## src/rtl/run_ctrl_if.sv

```systemverilog
// Button, halt and status bundle between the board/core side and the run/halt controller.
interface run_ctrl_if;
    logic       btn_run;
    logic       btn_step;
    logic       cpu_halt;
    logic       halting;
    logic       cpu_en;
    logic [1:0] state;

    modport master (
        output btn_run,
        output btn_step,
        output cpu_halt,
        input  halting,
        input  cpu_en,
        input  state
    );

    modport slave (
        input  btn_run,
        input  btn_step,
        input  cpu_halt,
        output halting,
        output cpu_en,
        output state
    );
endinterface

```

## src/rtl/run_ctrl.sv

```systemverilog
// Run/step/halt controller: debounces RUN and STEP buttons and produces the core
// clock-enable plus the halting level for the display stage.
module run_ctrl #(
    parameter int DEBOUNCE     = 1000000,
    parameter int CNT_W        = 20,
    parameter bit RUN_ON_RESET = 1'b0
) (
    input  logic       clock,
    input  logic       reset,
    run_ctrl_if.slave  bus
);

    localparam logic [1:0] ST_IDLE     = 2'd0;
    localparam logic [1:0] ST_RUN      = 2'd1;
    localparam logic [1:0] ST_STEP     = 2'd2;
    localparam logic [1:0] ST_CPU_HALT = 2'd3;

    localparam logic [1:0] RESET_STATE = RUN_ON_RESET ? ST_RUN : ST_IDLE;
    localparam logic [CNT_W-1:0] CNT_MAX = CNT_W'(DEBOUNCE - 1);

    // Bit 0 is the RUN button, bit 1 the STEP button.
    logic [1:0]       raw_s;
    logic [1:0]       sync1_r;
    logic [1:0]       sync2_r;
    logic [1:0]       db_r;
    logic [1:0]       db_q_r;
    logic [CNT_W-1:0] cnt_r [2];
    logic [1:0]       press_s;

    logic [1:0]       state_r;
    logic [1:0]       next_state_s;
    logic             halting_r;
    logic             cpu_en_r;

    assign raw_s   = {bus.btn_step, bus.btn_run};
    assign press_s = db_r & ~db_q_r;

    // Two-flop synchroniser, debounce counter and edge register for each button.
    always_ff @(posedge clock) begin
        if (reset) begin
            sync1_r  <= 2'b00;
            sync2_r  <= 2'b00;
            db_r     <= 2'b00;
            db_q_r   <= 2'b00;
            cnt_r[0] <= '0;
            cnt_r[1] <= '0;
        end else begin
            sync1_r <= raw_s;
            sync2_r <= sync1_r;
            db_q_r  <= db_r;
            for (int i = 0; i < 2; i++) begin
                if (sync2_r[i] == db_r[i]) begin
                    cnt_r[i] <= '0;
                end else if (cnt_r[i] == CNT_MAX) begin
                    db_r[i]  <= sync2_r[i];
                    cnt_r[i] <= '0;
                end else begin
                    cnt_r[i] <= cnt_r[i] + {{(CNT_W-1){1'b0}}, 1'b1};
                end
            end
        end
    end

    // Next-state selection; CPU_HALT is sticky until reset.
    always_comb begin
        next_state_s = state_r;
        case (state_r)
            ST_IDLE: begin
                if (press_s[0]) begin
                    next_state_s = ST_RUN;
                end else if (press_s[1]) begin
                    next_state_s = ST_STEP;
                end else begin
                    next_state_s = ST_IDLE;
                end
            end
            ST_RUN: begin
                if (bus.cpu_halt) begin
                    next_state_s = ST_CPU_HALT;
                end else if (press_s[0]) begin
                    next_state_s = ST_IDLE;
                end else begin
                    next_state_s = ST_RUN;
                end
            end
            ST_STEP: begin
                if (bus.cpu_halt) begin
                    next_state_s = ST_CPU_HALT;
                end else begin
                    next_state_s = ST_IDLE;
                end
            end
            ST_CPU_HALT: next_state_s = ST_CPU_HALT;
            default:     next_state_s = RESET_STATE;
        endcase
    end

    // Outputs are registered alongside the state so they track the state register exactly.
    always_ff @(posedge clock) begin
        if (reset) begin
            state_r   <= RESET_STATE;
            halting_r <= (RESET_STATE != ST_RUN);
            cpu_en_r  <= (RESET_STATE == ST_RUN) | (RESET_STATE == ST_STEP);
        end else begin
            state_r   <= next_state_s;
            halting_r <= (next_state_s != ST_RUN);
            cpu_en_r  <= (next_state_s == ST_RUN) | (next_state_s == ST_STEP);
        end
    end

    assign bus.state   = state_r;
    assign bus.halting = halting_r;
    assign bus.cpu_en  = cpu_en_r;

endmodule

```

## src/flat_wrapper.sv

```systemverilog
// flat-port wrapper written by rule: the top's interface ports become plain ports
module run_ctrl_flat 
#(
    parameter int DEBOUNCE     = 1000000,
    parameter int CNT_W        = 20,
    parameter bit RUN_ON_RESET = 1'b0
)
  (clock, reset, bus_btn_run, bus_btn_step, bus_cpu_halt, bus_halting, bus_cpu_en, bus_state);
  run_ctrl_if bus_i ();
  input  logic clock;
  input  logic reset;
  input wire logic [$bits(bus_i.btn_run)-1:0] bus_btn_run;
  input wire logic [$bits(bus_i.btn_step)-1:0] bus_btn_step;
  input wire logic [$bits(bus_i.cpu_halt)-1:0] bus_cpu_halt;
  output wire logic [$bits(bus_i.halting)-1:0] bus_halting;
  output wire logic [$bits(bus_i.cpu_en)-1:0] bus_cpu_en;
  output wire logic [$bits(bus_i.state)-1:0] bus_state;
  assign bus_i.btn_run = bus_btn_run;
  assign bus_i.btn_step = bus_btn_step;
  assign bus_i.cpu_halt = bus_cpu_halt;
  assign bus_halting = bus_i.halting;
  assign bus_cpu_en = bus_i.cpu_en;
  assign bus_state = bus_i.state;
  run_ctrl #(.DEBOUNCE(DEBOUNCE), .CNT_W(CNT_W), .RUN_ON_RESET(RUN_ON_RESET)) u_core (.clock(clock), .reset(reset), .bus(bus_i));
endmodule
```

## config.mk

```make
export PLATFORM = sky130hd
export DESIGN_NAME = run_ctrl_flat
export DESIGN_NICKNAME = d
export VERILOG_FILES = /design/src/rtl/run_ctrl_if.sv /design/src/rtl/run_ctrl.sv /design/src/flat_wrapper.sv
export SDC_FILE = /design/constraint.sdc
export NUM_CORES = 1
export LEC_CHECK = 0
export ABC_AREA = 1
export CELL_PAD_IN_SITES_DETAIL_PLACEMENT = 1
export CELL_PAD_IN_SITES_GLOBAL_PLACEMENT = 2
export CORE_UTILIZATION = 41
export CTS_BUF_LIST = sky130_fd_sc_hd__clkbuf_4 sky130_fd_sc_hd__clkbuf_8
export DETAILED_ROUTE_END_ITERATION = 10
export PLACE_DENSITY = 0.88
export SLEW_MARGIN = 30
export SYNTH_ARGS = -nofsm -noshare
export SYNTH_HDL_FRONTEND = slang
export SYNTH_SLANG_ARGS = --single-unit
```

## constraint.sdc

```tcl
create_clock -name clock -period 2.4 [get_ports clock]
set_input_delay 0.72 -clock clock [delete_from_list [all_inputs] [get_ports clock]]
set_output_delay 0.72 -clock clock [all_outputs]
set_load 0.02 [all_outputs]
```

== Yosys cells after proc, flatten, opt, wreduce, memory -nomap -nowiden ==
Memories as Yosys holds them, arrays and structs flattened.
Cells that the tools add are included.

* Output and inout bits: 4
* RAM bits: 40
* Bits in registers: 12
* Memories: 1
* Logic and storage cells: 71

* Reduce and logical (&&, ||, !) cells: 3
* Equal/unequal tests: 10
* $add $sub $neg: 2
* Bitwise gates (word level): 11
* Muxes and demuxes: 36

{| class="wikitable"
|+ Memories
! name !! words !! bits a word !! read ports !! clocked after memory_dff !! wr ports !! line !! text
|-
| u_core.cnt_r || 2 || 20 || 2 || 0 || 2 || run_ctrl.sv:27 || <nowiki>logic [CNT_W-1:0] cnt_r [2];</nowiki>
|}

{| class="wikitable"
|+ Operator list
! cell !! number
|-
| 20-bit two-way mux || 6
|-
| 20-bit by 1-bit adder with 20-bit output, second input constant || 2
|-
| 20-bit == test, second input constant || 2
|-
| 1-bit two-way mux || 25
|-
| 2-bit two-way mux || 4
|-
| 2-bit one-hot mux with 4 select lines || 1
|-
| 1-bit OR || 7
|-
| 2-bit == test, second input constant || 3
|-
| 2-bit by 1-bit == test with 1-bit output, second input constant || 2
|-
| 2-bit AND reduction || 2
|-
| 2-bit bitwise AND || 1
|-
| 1-bit == test || 2
|-
| 2-bit zero test || 1
|-
| 2-bit by 1-bit inequality test with 1-bit output, second input constant || 1
|-
| 1-bit NOT || 2
|-
| 2-bit NOT || 1
|}

== Longest topological paths before layout ==
An unclocked memory read counts as a cell.

* Word-level depth: 8
* Mapped depth: 8
* Mapped depth without buffers: 8

== Worst setup path after synthesis ==
OpenSTA, ideal clock, no wires.

* Path kind: input to register
* Start point: input reset
* End point: memory u_core.cnt_r[0][13], data pin
* Library setup time: 0.140 ns
* Setup slack: 0.796 ns
* Arrival: 1.464 ns
* Data required time: 2.260 ns
* Stages on the path: 7
* Buffers on the path: 2
* Cell sequence: buf_2 > inv_2 > o21ai_0 > a21oi_1 > nand2_2 > buf_6 > a21oi_2

{| class="wikitable"
|+ RTL lines
! what !! line !! text
|-
| start, declared || flat_wrapper.sv:11 || <nowiki>input logic reset;</nowiki>
|-
| end, declared || run_ctrl.sv:27 ||
|}

== Final worst setup path ==
* Start point: register u_core.state_r[0] (netlist: u_core.bus.state[0])
* End point: output bus_state[0]

{| class="wikitable"
|+ RTL lines
! what !! line !! text
|-
| start, declared || run_ctrl.sv:30 || <nowiki>logic [1:0] state_r;</nowiki>
|-
| start signal, assigned || run_ctrl.sv:105 || <nowiki>state_r <= next_state_s;</nowiki>
|-
| end, declared || flat_wrapper.sv:17 || <nowiki>output wire logic [$bits(bus_i.state)-1:0] bus_state;</nowiki>
|}

No word-level cell between the ends.

==> results.cfg <==
[status]
status = complete, no violations

[finish]
mostFrequentLayoutCell = nor2_1
layout-drive-gt1-share_pct = 9.606
area_growth_pct = 15.51
nFillCells = 859
n_antenna_cell = 0
final_area_um2 = 3401
nets = 413
layout_common_cells = nor2_1 (84), nand2_1 (76), edfxtp_1 (40), conb_1 (40), inv_1 (32)

[critical_path]
critPathLaunchType = register
required_ns = 1.68
path_delay_family = buffers and inverters
cp_max_fo = 5
path_cells = clkdlybuf4s50_1
reg2reg_slack_ns = 0.71
r2r_start = u_core.cnt_r[1][0]
cp.arrival_ns = 1.32
reg2reg_to = u_core.cnt_r[1][15]
critPathSlowestCell = clkdlybuf4s50_1
worstSetupPathType = register to output port
critPathMaxStageDelay_ns = 0.62
cp-end-kind = output port
r2r_cells = 6
path_buf_inv = 1

[synthesis]
yosysWarnings = 0
ys_types = 29
ys_seq_area_share_pct = 48.96
syn_inst = 353
netlist_area_um2 = 2944
synth.avg_cell_area_um2 = 8.340
synth-seq-cells = 52

[flow_run]
maxCapViolations = 0

[drt]
drt_first_pass_iters = 4
vias = 2310
route.detailed.drc = 0
first_iter_violations = 51
drt-total-wl_um = 6019
wire_per_inst_um = 11.99
ant_nets = 0
vias_per_cell = 4.602

[sta]
hold_violations = 0
rsz0062_at_grt = false
finalCriticalPeriod_ns = 2.043
slew_viol_final = 0
skew_ns = 0.006038
setup_viol = 0
fmax_ghz = 0.4896
tns_ns = 0
fin_crit_sh_pct = 85.11

[power]
pwr-share-seq_pct = 58.7
cellLeakagePower_uw = 0.001255
powerDensity_nw_per_um2 = 517.6
internal-power_uw = 1375
irDropWorstVdd_mv = 0.2511
power.total_uw = 1760
power_switching_uw = 385.1
clkPwrFrac_pct = 36.0
comb_power_share_pct = 5.3
swShare_pct = 21.88

[worst_hold_path]
holdPathEnd = u_core.sync2_r[1]
hold_path_depth = 2
hp-start = u_core.sync1_r[1]
hold_path_class = register to register

[global_routing]
grt_util_all_layers_pct = 17.99
grt_pass1_wl_um = 10480
gr-usage-met3_pct = 2.286
antenna_found_initial = 0
gr-usage-met2_pct = 33.33
busiest_layer = met2
grt_max_degree = 21
gr-total-overflow = 0
grt_pass1_vias = 2407
met1_usage_pct = 21.28

[place]
io_buffers = 8
dpl.hpwl_um = 4830
dpl_cell_area_um2 = 3279
finalWeightedCongestion = 0.7401

[floorplanning]
core_um2 = 6869
num_rows = 30
dieHeight_um = 86.74
die_area_um2 = 7524
dieWidth_um = 86.74
initial_core_util_pct = 42.86
io_pins = 9

[clock_tree]
cts_buffer_depth = 2
insertion_delay_ns = 0.31
post_cts_buffers = 0
ctsHoldBuffers = 0
clkSinkCount = 52
cts.clk_slew.worst_paths_ns = 0.09
root_buffer = clkbuf_8
cts_resized = 0
cts_tree = built
cts_buffers = 5
htreeDepth = 2
power by group through the flow:
stage / Sequential, uW / Clock (uW) / Combinational, uW
after CTS: 1030 / 667 / 91.8
after global routing: 1040 / 686 / 107
after global placement: 1050 / 0 / 88.7
after detailed placement: 1050 / 0 / 91.3
final: 1030 / 634 / 92.9
after floorplan: 1040 / 0 / 71.8
area by class of cell:
class                      instances  area, um^2  share of cell area (%)
multi-input combinational        302        1483                   43.60
sequential                        52        1441                   42.38
inverter                          34       127.6                   3.753
tap                               96       120.1                   3.532
timing repair buffer              10       107.6                   3.164
clock buffer                       6       82.58                   2.428
clock inverter                     2       38.79                   1.141
synthesized netlist by cell type:
cell type / number / area [um^2]
nor2_1: 84 / 315.3
nand2_1: 76 / 285.3
edfxtp_1: 40 / 1201
inv_1: 32 / 120.1
nand3_1: 17 / 85.08
dfxtp_1: 12 / 240.2
a21oi_1: 11 / 55.05
a21oi_2: 10 / 87.58
xnor2_1: 10 / 87.58
nand4_1: 9 / 56.30
xor2_1: 8 / 70.07
o21ai_0: 5 / 25.02
nand2_2: 4 / 25.02
nand3b_1: 4 / 30.03
nor2_4: 4 / 45.04
buf_6: 3 / 33.78
ha_1: 3 / 37.54
nor2_2: 3 / 18.77
and2_1: 2 / 12.51
inv_2: 2 / 7.510
nand2_4: 2 / 22.52
nor3_1: 2 / 10.01
nor3_2: 2 / 20.02
o21bai_1: 2 / 15.01
or2_0: 2 / 12.51
buf_2: 1 / 5.000
conb_1: 1 / 3.750
nand3_2: 1 / 10.01
or2_2: 1 / 6.260
metrics by stage:
step	hold slack [ns]	instances	util, %	setup slack [ns]
2_1_floorplan	0.3883	392	-	0.7960
3_3_place_gp	0.3904	494	47.74	0.3692
3_5_place_dp	0.3967	494	47.74	0.3307
4_1_cts	0.4108	502	49.51	0.3292
5_1_grt	0.4202	502	49.51	0.2887
6_report	0.4084	502	49.51	0.3574
metal layers:
metal / wire, um / share of wire (%)
met5: 0 / 0
met4: 89 / 1.5
met3: 89 / 1.5
met2: 3066 / 51
met1: 2772 / 46
kinds of logic after synthesis:
group                    count (synthesis)  synth area share (%)
other                                    1                0.1274
AO/OA/AOI/OAI                           28                 6.204
XOR/XNOR                                18                 5.355
AND/OR/NAND/NOR                        213                 32.43
adder cells (fa/ha/maj)                  3                 1.275
buffers and inverters                   38                 5.652
flip-flops                              52                 48.96
flip-flops by register name, summed over array words and instances, names as in the netlist:
| name | count |
|---|---|
| u_core.cnt_r | 40 |
| u_core.bus.state | 2 |
| u_core.db_q_r | 2 |
| u_core.db_r | 2 |
| u_core.sync1_r | 2 |
| u_core.sync2_r | 2 |
| u_core.bus.cpu_en | 1 |
| u_core.bus.halting | 1 |
worst max-delay path by stage:
| stage | from | slack, ns | depth (start not counted) | to |
|---|---|---|---|---|
| after floorplan | reset | 0.80 | 7 | u_core.cnt_r[0][13] |
| after global placement | reset | 0.37 | 4 | u_core.cnt_r[1][14] |
| final | u_core.bus.state[0] | 0.36 | 1 | bus_state[0] |
| after CTS | u_core.bus.state[0] | 0.33 | 1 | bus_state[0] |
| after global routing | u_core.bus.state[0] | 0.29 | 1 | bus_state[0] |
| after detailed placement | reset | 0.33 | 7 | u_core.cnt_r[0][7] |
No activity file was read; power rests on OpenSTA's default activity.
==> edit (same flow settings) <==
`CNT_W` is set to 20 in 2 places; all go to 28.
--- a/src/rtl/run_ctrl.sv
+++ b/src/rtl/run_ctrl.sv
@@ -3,5 +3,5 @@
 module run_ctrl #(
     parameter int DEBOUNCE     = 1000000,
-    parameter int CNT_W        = 20,
+    parameter int CNT_W        = 28,
     parameter bit RUN_ON_RESET = 1'b0
 ) (
--- a/src/flat_wrapper.sv
+++ b/src/flat_wrapper.sv
@@ -3,5 +3,5 @@
 #(
     parameter int DEBOUNCE     = 1000000,
-    parameter int CNT_W        = 20,
+    parameter int CNT_W        = 28,
     parameter bit RUN_ON_RESET = 1'b0
 )
Function: same outputs for any inputs over 10 cycles, from zero or initial values and one cycle with reset high; that may be too few to reach the edited logic, so the function may still have changed.
==> edit against the unedited design <==
- clock skew about the same
- worst setup slack worse by 0.14 ns
- area after synthesis up 41%
- combinational power increased by 56%
- die area grew 40%
- core utilization decreased by 0.42 points
- sequential cell count grew 16
- wire length is 62% higher
- largest power group unchanged
- critical endpoint is now u_core.cnt_r[1][17]
- via count grew 49%
- highest routed layer unchanged
- power up 39%
- first-iteration DRC count rose by 92%
- cell area up 41%
- synthesized cell count grew 52%
==> edit: results (changes against the unedited design) <==
stage;metric;value;unit;change
global_routing;grt_pass1_vias;3523;;+46%
synth;yosys-top-cells-area;edfxtp_1, nand2_1, nor2_1;;
worst_setup_path;critical_path_class;register to register;;
clocking;cts.repair.resized;0;;unchanged
layout;nonClockBufferCount;15;;+5
routing;dr.pass1.iters;4;;unchanged
routing;wl_per_cell;13.0;um;+8.7%
synth;seq_area_frac_synth;0.464;;-0.0258
worst_setup_path;reg2reg_to;u_core.cnt_r[1][17];;
placed_design;place_area;4610;um2;+41%
layout;multi_input_area_share;0.446;;+0.0104
worst_setup_path;r2r_slack;0.21;ns;-0.50 ns
layout;final_util;0.491;;-0.00417
layout;nNetsFinal;619;;+50%
global_routing;grt_util_met1;0.283;;+0.0705
synth;ys_ff_latch;68;;+31%
power;ir_worst_vdd;308;uV;+23%
global_routing;grt_max_degree;29;;+38%
worst_setup_path;cp_top_family;simple AND/OR/NAND/NOR gates;;
sta;fin_worst_skew;0.00566;ns;-0.000374 ns
clocking;cts_buffers;9;;+4
global_routing;grt.total_usage;0.205;;+0.0256
layout;nClkBuffers;13;;+7
placed_design;place_inst;733;;+48%
worst_setup_path;cpPeakStageDelay;0.67;ns;+0.05 ns
layout;clk_share;0.0396;;+0.00395
placed_design;dp_slack;0.0375;ns;-0.293 ns
global_routing;met2_usage;0.323;;-0.0103
sta;holdWs;0.409;ns;+0.000690 ns
layout;seqCellArea;1920;um2;+33%
routing;wl_met1;5100;um;+84%
global_routing;met3_usage;0.0292;;+0.00630
layout;nFillCells;1296;;+51%
synth;synthDistinctLibCells;28;;-3.4%
placed_design;dp_hpwl;7640;um;+58%
clocking;cts_max_level;3;;+1
synth;synth_edf_count;56;;+40%
routing;wl;9770;um;+62%
synth;synth_cells;535;;+52%
routing;wl_met2;4260;um;+39%
layout;nMultiInputCombCells;455;;+51%
layout;largest_reg_flops;56;;+40%
placed_design;port_buffers;8;;unchanged
worst_setup_path;cp-startpoint;u_core.cnt_r[1][25];;
routing;drt_iter0_drc;98;;+92%
routing;vias_per_cell;4.60;;-0.10%
worst_setup_path;cp_max_fo;28;;+23
layout;buf_share;0.0302;;-0.00139
layout;layout-drive-gt1-share;0.0812;;-0.0149
worst_setup_path;crit_path_top_delay_cell;o21ai_4;;
global_routing;grt_pass1_wl;16300;um;+56%
clocking;clk_latency;0.36;ns;+0.05 ns
placed_design;gp_congestion;0.801;;+8.2%
routing;wl_met3;231;um;+160%
run_status;outcome;finished clean;;
power;p_leak;1.92;nW;+53%
layout;num-nonclk-inverters;62;;+82%
-- edit: cell count changes in the layout (fill, tap and decap cells not counted), sizes merged, moves of 3 or more --
cell	before	now
nand2	82	144
nor2	91	150
inv	34	64
conb	40	56
edfxtp	40	56
nand3	18	30
a21oi	21	10
xor2	8	17
clkbuf	6	13
buf	2	7
nand3b	4	9
nand4	9	5
xnor2	10	14
nor3	4	7
-- edit: kinds of logic (layout without fill, tap and decap cells) --
logic type,after synthesis,count (layout),synth area share
AND/OR/NAND/NOR,349,349,0.366
flip-flops,68,68,0.464
buffers and inverters,67,93,0.0691
XOR/XNOR,31,31,0.0655
AO/OA/AOI/OAI,16,16,0.0254
adder cells (fa/ha/maj),3,3,0.00906
other,1,56,0.000905
-- edit: where the power goes --
group          total, W  leakage [nW]  internal (W)  switching (W)
logic          0.000145          1.14     0.0000528      0.0000921
clock network  0.000942         0.104      0.000472       0.000470
registers       0.00136         0.676       0.00132      0.0000461
total           0.00245          1.92       0.00184       0.000609
